--- config.mk ---
export PLATFORM = sky130hd
export DESIGN_NAME = shift_unit_arbiter
export DESIGN_NICKNAME = d
export VERILOG_FILES = /design/src/rtl/shift_unit_arbiter.sv
export SDC_FILE = /design/constraint.sdc
export NUM_CORES = 1
export LEC_CHECK = 0
export BUFFER_PORTS_ARGS = -buffer_cell sky130_fd_sc_hd__buf_2
export CAP_MARGIN = 10
export CORE_AREA = 2 2 104 106
export DETAILED_ROUTE_END_ITERATION = 16
export DIE_AREA = 0 0 106 108
export PLACE_DENSITY = 0.77
export SLEW_MARGIN = 20
export SYNTH_ARGS = -nofsm -noshare
export SYNTH_HDL_FRONTEND = slang
export SYNTH_SLANG_ARGS = --single-unit
--- constraint.sdc ---
create_clock -name clk -period 3.3 [get_ports clk]
set_input_delay 0.825 -clock clk [delete_from_list [all_inputs] [get_ports clk]]
set_output_delay 0.825 -clock clk [all_outputs]
set_load 0.05 [all_outputs]
--- src/rtl/shift_unit_arbiter.sv ---
// shift_unit_arbiter: round-robin share of one combinational shifter between two requesters; ports: clk, rst_n, req0_*/req1_* (valid, ready, A, B, right, sign), sh_* (A, B, right, sign out; S in), rsp_valid/rsp_ready/rsp_id/rsp_data
module shift_unit_arbiter #(
  parameter int SETTLE = 1
) (
  input  logic        clk,
  input  logic        rst_n,
  input  logic        req0_valid,
  output logic        req0_ready,
  input  logic [31:0] req0_A,
  input  logic [31:0] req0_B,
  input  logic        req0_right,
  input  logic        req0_sign,
  input  logic        req1_valid,
  output logic        req1_ready,
  input  logic [31:0] req1_A,
  input  logic [31:0] req1_B,
  input  logic        req1_right,
  input  logic        req1_sign,
  output logic [31:0] sh_A,
  output logic [31:0] sh_B,
  output logic        sh_right,
  output logic        sh_sign,
  input  logic [31:0] sh_S,
  output logic        rsp_valid,
  output logic        rsp_id,
  output logic [31:0] rsp_data,
  input  logic        rsp_ready
);
  typedef enum logic [1:0] {IDLE, SHIFT, RESP} state_t;
  state_t state, state_n;
  logic rr_ptr, gid, gnt0, gnt1, any;
  logic [3:0] cnt;
  logic unused;
  assign unused = ^{req0_A[31:5], req1_A[31:5]};
  assign any = req0_valid | req1_valid;
  assign gnt0 = req0_valid & (~req1_valid | ~rr_ptr);
  assign gnt1 = req1_valid & (~req0_valid | rr_ptr);
  // ready is gated by rst_n so every output reads 0 while reset is held
  assign req0_ready = rst_n & (state == IDLE) & gnt0;
  assign req1_ready = rst_n & (state == IDLE) & gnt1;
  always_comb begin
    state_n = state;
    state_n = (state == IDLE)  ? (any ? SHIFT : IDLE) :
              (state == SHIFT) ? ((cnt == 4'd0) ? RESP : SHIFT) :
              ((rsp_valid & rsp_ready) ? IDLE : RESP);
  end
  always_ff @(posedge clk or negedge rst_n)
    if (!rst_n) state <= IDLE;
    else state <= state_n;
  always_ff @(posedge clk or negedge rst_n) begin
    if (!rst_n) begin
      rr_ptr    <= 1'b0;
      gid       <= 1'b0;
      cnt       <= 4'd0;
      sh_A      <= 32'd0;
      sh_B      <= 32'd0;
      sh_right  <= 1'b0;
      sh_sign   <= 1'b0;
      rsp_valid <= 1'b0;
      rsp_id    <= 1'b0;
      rsp_data  <= 32'd0;
    end else if (state == IDLE) begin
      if (any) begin
        gid      <= gnt1;
        cnt      <= 4'(SETTLE - 1);
        sh_A     <= {27'd0, gnt1 ? req1_A[4:0] : req0_A[4:0]};
        sh_B     <= gnt1 ? req1_B : req0_B;
        sh_right <= gnt1 ? req1_right : req0_right;
        // a signed left shift equals a logical one, so sign only matters for right shifts
        sh_sign  <= gnt1 ? (req1_right & req1_sign) : (req0_right & req0_sign);
      end
    end else if (state == SHIFT) begin
      if (cnt == 4'd0) begin
        rsp_data  <= sh_S;
        rsp_id    <= gid;
        rsp_valid <= 1'b1;
        rr_ptr    <= ~gid;
      end else cnt <= cnt - 4'd1;
    end else if (rsp_valid & rsp_ready) rsp_valid <= 1'b0;
  end
endmodule

Word level (Yosys, flattened, before mapping)
Index checks and enable logic that the tools add are counted.
- word-level logic and storage cells: 56
- bits of input ports: 169
- output and inout port bits: 102
- flip-flop bits (word level): 81
- equality and inequality tests: 4
- reduce and logical (&&, ||, !) cells: 8
- bitwise logic cells: 16
- muxes and demuxes: 16
- $add $sub $neg: 1
- operators by type and width (cell ; count):
    32-bit 2-to-1 mux ; 1
    4-bit 2-to-1 mux ; 4
    3-bit AND reduction ; 3
    1-bit bitwise AND ; 8
    2-bit 2-to-1 mux ; 4
    1-bit 2-to-1 mux ; 6
    5-bit 2-to-1 mux ; 1
    1-bit inverter ; 5
    4-bit logical NOT ; 1
    2-bit != test (second input constant) ; 2
    2-bit nonzero test ; 2
    4-bit by 1-bit subtractor with 4-bit output (second input constant) ; 1
    1-bit bitwise OR ; 3
    2-bit by 1-bit == test with 1-bit output (second input constant) ; 1
    2-bit logical NOT ; 1
    2-bit by 1-bit != test with 1-bit output (second input constant) ; 1
    2-bit AND reduction ; 1

Logic depth before layout (Yosys ltp)
Gate-level depths: netlist (run 1).
- word-level depth: 4
- depth in mapped cells: 7

Worst setup path after synthesis (run 1)
OpenSTA, ideal clock, no wires.
- kind: in2out
- start point: input req1_valid
- end point: output req0_ready
- data arrival time: 1.779 ns
- data required time: 2.475 ns
- cell stages on the path: 4
- path slack: 0.696 ns
- cell sequence: clkbuf_1 inv_1 clkbuf_1 o2111a_1
- cells in the longest elaborated chain, start to end: 4
- RTL lines (element ; line ; text):
    start: declaration ; 13 ; input logic req1_valid,
    1-bit inverter ; 36 ; assign gnt0 = req0_valid & (~req1_valid | ~rr_ptr);
    1-bit bitwise OR ; 36 ;
    1-bit bitwise AND ; 36 ;
    1-bit bitwise AND ; 39 ; assign req0_ready = rst_n & (state == IDLE) & gnt0;
    end: declaration ; 8 ; output logic req0_ready,
Every way passes these cells.

Worst setup path after layout (run 1)
- start point: input req0_valid
- end point: output req1_ready
- cells in the longest elaborated chain, start to end: 4
- RTL lines (element ; line ; text):
    start: declaration ; 7 ; input logic req0_valid,
    1-bit inverter ; 37 ; assign gnt1 = req1_valid & (~req0_valid | rr_ptr);
    1-bit bitwise OR ; 37 ;
    1-bit bitwise AND ; 37 ;
    1-bit bitwise AND ; 40 ; assign req1_ready = rst_n & (state == IDLE) & gnt1;
    end: declaration ; 14 ; output logic req1_ready,
Every way passes these cells.

==> results of run 1 <==
==> sequential cells by signal, indices dropped and copies added, names as in the netlist <==
register,cells
sh_B,32
rsp_valid,1
gid,1
cnt,4
sh_right,1
rsp_id,1
sh_sign,1
rsp_data,32
state,2
rr_ptr,1
sh_A,5
==> cell families after synthesis <==
kind of cell	Yosys count	share of synthesized area (%)
compound gates	125	16.9
flops	81	49.3
buf+inv	65	10.2
simple gates	63	10.6
mux	36	12.3
fa+ha+maj	2	0.609
other cells	1	0.0913
==> final cells by class <==
class                      instances  area share, %
sequential                        81           38.9
antenna                            1         0.0480
timing repair buffer             199           19.6
inverter                           5          0.360
tap                              136           3.27
multi-input combinational        253           33.9
clock buffer                      11           2.91
clock inverter                     4           1.01
==> worst max-delay path, delay by kind of cell <==
family | cells | cell delay, ns
simple gates | 3 | 0.45
buf+inv | 2 | 0.40
==> metal layers <==
metal,vias up,wire length [um],global-route usage (%)
li1,1650,-,-
met1,1631,4230,21.9
met2,177,4920,29.8
met3,10,792,3.98
met4,0,119,7.42
met5,-,0,0
==> worst paths after layout <==
kind | start | to | slack [ns] | depth (start not counted)
min in group clk | gid | rr_ptr | 0.49 | 1
max in group asynchronous | rst_n | rsp_data[4] | 1.88 | 2
hold / removal | rst_n | gid | 0.27 | 1
setup reg to reg | cnt[0] | rsp_data[27] | 1.14 | 6
setup / recovery | req0_valid | req1_ready | 0.80 | 5
hold reg to reg | gid | rr_ptr | 0.49 | 1
==> report_power, final <==
| part | internal, W | switching [W] | total, W |
|---|---|---|---|
| sequential | 0.00150 | 0.000287 | 0.00179 |
| combinational | 0.00108 | 0.00258 | 0.00366 |
| clock | 0.000388 | 0.000345 | 0.000734 |
| total | 0.00297 | 0.00321 | 0.00618 |
==> synth_stat cells, types with 2 or more instances <==
| library cell | instances | area, um^2 |
|---|---|---|
| inv_1 | 5 | 18.8 |
| mux2i_1 | 2 | 20.0 |
| o21ai_0 | 40 | 200 |
| clkbuf_1 | 20 | 75.1 |
| mux2_2 | 7 | 78.8 |
| nand3b_1 | 38 | 285 |
| nor2_1 | 4 | 15.0 |
| buf_2 | 7 | 35.0 |
| nand2_1 | 6 | 22.5 |
| nand4_1 | 2 | 12.5 |
| a31oi_1 | 39 | 244 |
| a21oi_1 | 40 | 200 |
| buf_4 | 29 | 218 |
| dfrtp_1 | 81 | 2030 |
| buf_12 | 3 | 60.1 |
| mux2_4 | 27 | 405 |
| ha_1 | 2 | 25.0 |
| o211ai_1 | 2 | 15.0 |
==> metrics by stage <==
step / cell area [um^2] / worst slack [ns]
floorplan: 4210 / 0.696
global route: 5210 / 0.764
global placement: 5000 / 0.806
finish: 5210 / 0.796
detailed placement: 5000 / 0.801
CTS: 5210 / 0.800
==> reports/metrics.cfg, run 1 <==
[timing]
slew_headroom_pct=34.8
hold_viol=0
slew_viol_final=0
rsz0062_at_grt=no
tns_ns=0
setup_viol=0
tightest_slew_ns=0.978
fmax_mhz=399
period_minus_slack_ns=2.50
timing.hold.ws_ns=0.271
skew_ns=0.00543
period_share_pct=75.9

[yosys]
syn_area_mm2=0.00411
synth-async-reset-ratio_pct=100
ys_ff_latch=81
synth_edf_count=0
synth.distinct_cells=37
ys.flop_type=dfrtp_1
synthCells=373
yosysWarnings=0
avgSynthCellArea_um2=11.0
ys_seq_area_share_pct=49.3

[worst_setup_path]
crit_path_start_kind=input pin
crit_type=input pin to primary output
cp_slowest_cell=buf_2
cpPeakStageDelay_ns=0.27
end_kind=primary output
cp_common_cell=buf_2
path_cells=buf_2, and2b_4, nor2_1, and3_1, buf_2
path_max_fanout=4
crit_arrival_ns=1.68
crit_required_ns=2.47

[floorplanning]
rows=37
die_area_mm2=0.0114
ios=271
start_util_pct=40.1
die_y_um=108
core-area_mm2=0.0102
die_w_um=106

[route]
vias=3468
drt-vias-per-instance=5.03
routedWlPerCell_um=14.6
first_pass_iters=6
ant_nets=0
routed_wl_um=10100
drcViolationCount=0
drt-initial-drc-count=170

[clocking]
clkTransAtPathRegs_ns=0.08
cts_max_level=3
ctsResizeCount=0
cts_sinks=81
clockRootBuffer=clkbuf_8
clk_latency_ns=0.34
cts_buffers=9
cts.path.max_buffers=2
postCtsSetupBuffers=0
cts_tree=built
postCtsHoldBufs=0

[power]
power_density_mw_per_mm2=1190
power.total_w=0.00618
leakage_nw=2.54
ir_drop_v=0.000571

[layout]
fin_cells=690
layout-drive-gt1-share_pct=46.1
final_cell_mix=buf_2 (188), dfrtp_1 (81), o21ai_0 (40), a21oi_1 (40), a31oi_1 (39)
multiInputGateArea_mm2=0.00177
final_common_cell=buf_2
nFillCells=961
syn2layout_area_growth_pct=26.9
seq_area_mm2=0.00203
utilization_pct=50.9
nNetsFinal=720

[grt]
grt_pass1_wl_um=16100
antenna_found_initial=1
grt_max_degree=80
grt_pass1_vias=3305
gr-usage-all-layers_pct=17.6
grt.overflow.total=0

[place]
io_buffers=189
post-place-cells=674
dpl.hpwl_um=7120
gp_congestion=0.828

[worst_hold_path]
min_path_type=input pin to async pin

[job]
drv_cap=0

[outcome]
outcome=complete, no violations

Power figures use the tool's default switching activity.
==> run 2, diff against run 1 <==
--- a/config.mk
+++ b/config.mk
@@ -7,9 +7,8 @@
 export LEC_CHECK = 0
 export BUFFER_PORTS_ARGS = -buffer_cell sky130_fd_sc_hd__buf_2
 export CAP_MARGIN = 10
-export CORE_AREA = 2 2 104 106
+export CORE_UTILIZATION = 38
 export DETAILED_ROUTE_END_ITERATION = 16
-export DIE_AREA = 0 0 106 108
 export PLACE_DENSITY = 0.77
 export SLEW_MARGIN = 20
 export SYNTH_ARGS = -nofsm -noshare
==> constraint.sdc (replaced) <==
create_clock -name clk -period 2.2 [get_ports clk]
set_input_delay 0.55 -clock clk [delete_from_list [all_inputs] [get_ports clk]]
set_output_delay 0.55 -clock clk [all_outputs]
set_load 0.05 [all_outputs]
==> reports/metrics.cfg, run 2 (synthesized netlist as in run 1, its figures left out) <==
[floorplanning]
core-area_mm2=0.0104  ; was 0.0102 mm^2
start_util_pct=39.4  ; was 40.1%
die_area_mm2=0.0112  ; was 0.0114 mm^2
die_y_um=106  ; was 108 um
ios=271  ; unchanged
rows=37  ; unchanged
die_w_um=106  ; about the same

[worst_setup_path]
path_max_fanout=2  ; was 4
crit_path_start_kind=flip-flop  ; was input pin
path_buf_inv=1  ; was 2
crit_required_ns=1.65  ; was 2.47 ns
path_cells=and2b_4, nor2_1, and3_1, buf_2  ; was buf_2, and2b_4, nor2_1, and3_1, buf_2
crit_type=flip-flop to primary output  ; was input pin to primary output
cpLargestDelayFamily=simple AND/OR/NAND/NOR gates  ; unchanged
cpPeakStageDelay_ns=0.34  ; was 0.27 ns
end_kind=primary output  ; unchanged
cp_slowest_cell=dfrtp_1  ; was buf_2
crit_arrival_ns=1.42  ; was 1.68 ns

[timing]
rsz0062_at_grt=no  ; unchanged
slew_viol_final=0  ; unchanged
period_share_pct=89.4
period_minus_slack_ns=1.97
fmax_mhz=509
hold_viol=0  ; unchanged
setup_viol=0  ; unchanged
timing.hold.ws_ns=0.196  ; was 0.271 ns
tns_ns=0  ; unchanged
skew_ns=0.0140  ; was 0.00543 ns
slew_headroom_pct=48.3  ; was 34.8%
tightest_slew_ns=0.776  ; was 0.978 ns
finalWorstSetupSlack_ns=0.234  ; was 0.796 ns

[clocking]
cts_max_level=3  ; unchanged
cts.path.max_buffers=2  ; unchanged
cts_tree=built  ; unchanged
clk_latency_ns=0.35  ; was 0.34 ns
clockRootBuffer=clkbuf_8  ; unchanged
clkTransAtPathRegs_ns=0.09  ; was 0.08 ns
ctsResizeCount=0  ; unchanged
cts_buffers=9  ; unchanged
cts_sinks=81  ; unchanged

[power]
power_density_mw_per_mm2=1790  ; was 1190 mW/mm^2
pwr-share-clk_pct=12.8  ; was 11.9%
p_switching_w=0.00488  ; was 0.00321 W
pwr-share-seq_pct=28.2  ; was 28.9%
p_comb_share_pct=59.0  ; was 59.2%
leakage_nw=2.58  ; was 2.54 nW
p_int_w=0.00462  ; was 0.00297 W
p_sw_share_pct=51.4  ; was 52.0%
ir_drop_v=0.00110  ; was 0.000571 V
power.total_w=0.00950  ; was 0.00618 W

[layout]
final_common_cell=buf_2  ; unchanged
nFillCells=959  ; was 961
final_cell_mix=buf_2 (188), dfrtp_1 (81), o21ai_0 (40), a21oi_1 (40), a31oi_1 (39)  ; unchanged
reg.largest.list=rsp_data: 32 flops, sh_B: 32 flops, sh_A: 5 flops  ; unchanged
layout-drive-gt1-share_pct=46.2  ; was 46.1%
nNetsFinal=722  ; was 720
seq_area_mm2=0.00203  ; unchanged
diodes=0  ; was 1
utilization_pct=51.0  ; was 50.9%
multiInputGateArea_mm2=0.00178  ; was 0.00177 mm^2
syn2layout_area_growth_pct=29.3  ; was 26.9%

[route]
routedWlPerCell_um=14.7  ; was 14.6 um
drt-initial-drc-count=184  ; was 170
first_pass_iters=4  ; was 6
drt-vias-per-instance=5.03  ; about the same
vias=3482  ; was 3,468
ant_nets=0  ; unchanged
routed_wl_um=10200  ; was 10,100 um
drcViolationCount=0  ; unchanged

[job]
drv_cap=0  ; unchanged

[place]
io_buffers=189  ; unchanged
gp_congestion=0.734  ; was 0.828
dpl.hpwl_um=6950  ; was 7120 um
place_ws_ns=0.257  ; was 0.801 ns

[grt]
gr-usage-all-layers_pct=18.1  ; was 17.6%
grt_pass1_wl_um=16000  ; was 16,100 um
antenna_found_initial=0  ; was 1
grt_max_degree=79  ; was 80
grt_pass1_vias=3243  ; was 3,305
grt.overflow.total=0  ; unchanged

[outcome]
outcome=complete, no violations  ; unchanged

[worst_hold_path]
min_path_type=input pin to async pin  ; unchanged

run 2: cell count changes in the layout (fill, tap and decap cells not counted):
cell           delta
nor2_4            +2
inv_6             +1
diode_2           -1
buf_12            +4
dlygate4sd3_1     +1
nor2_2            -2
clkbuf_8          -1
bufinv_16         +1
buf_4             -3
clkinvlp_4        +1
clkinv_4          -1
run 2: worst paths after layout:
path | startpoint | slack [ns] | end | cells after the start
max in group asynchronous | rst_n | 1.27 | sh_B[20] | 2
hold / removal | rst_n | 0.20 | sh_B[25] | 2
min in group clk | sh_S[11] | 0.43 | rsp_data[11] | 2
setup / recovery | rr_ptr | 0.23 | req1_ready | 4
setup reg to reg | cnt[0] | 0.41 | rsp_data[23] | 6
hold reg to reg | gid | 0.51 | rr_ptr | 1
run 2: through the flow:
step           instances  instance area (um^2)
3_3_place_gp         675                  5070
4_1_cts              692                  5310
2_1_floorplan        399                  4210
5_1_grt              692                  5310
6_report             692                  5310
3_5_place_dp         675                  5070
run 2: timing repair:
action	in CTS	in global routing
hold buffers	1	0
hold endpoints to repair	1	0
buffers inserted	0	0
run 2: area by class of cell:
| cell class | count | share of cell area, % |
|---|---|---|
| clock inverter | 6 | 1.70 |
| inverter | 5 | 0.353 |
| multi-input combinational | 253 | 33.4 |
| timing repair buffer | 201 | 20.5 |
| sequential | 81 | 38.2 |
| clock buffer | 10 | 2.59 |
| tap | 136 | 3.20 |
run 2: power by group through the flow:
stage / Clock (W) / Combinational, W / Sequential (W)
3_3_place_gp: 0 / 0.00557 / 0.00265
3_5_place_dp: 0 / 0.00565 / 0.00269
6_report: 0.00122 / 0.00561 / 0.00268
5_1_grt: 0.00135 / 0.00591 / 0.00276
2_1_floorplan: 0 / 0.00203 / 0.00505
4_1_cts: 0.00127 / 0.00565 / 0.00267
run 2: layer usage:
layer  global-route usage (%)  vias to the layer above  share of wire (%)
met3                     4.54                       11                6.5
met2                     31.0                      165                 50
met1                     22.1                     1651                 43
met4                     6.35                        0                1.3
li1                         -                     1655                  -
met5                        0                        -                  0
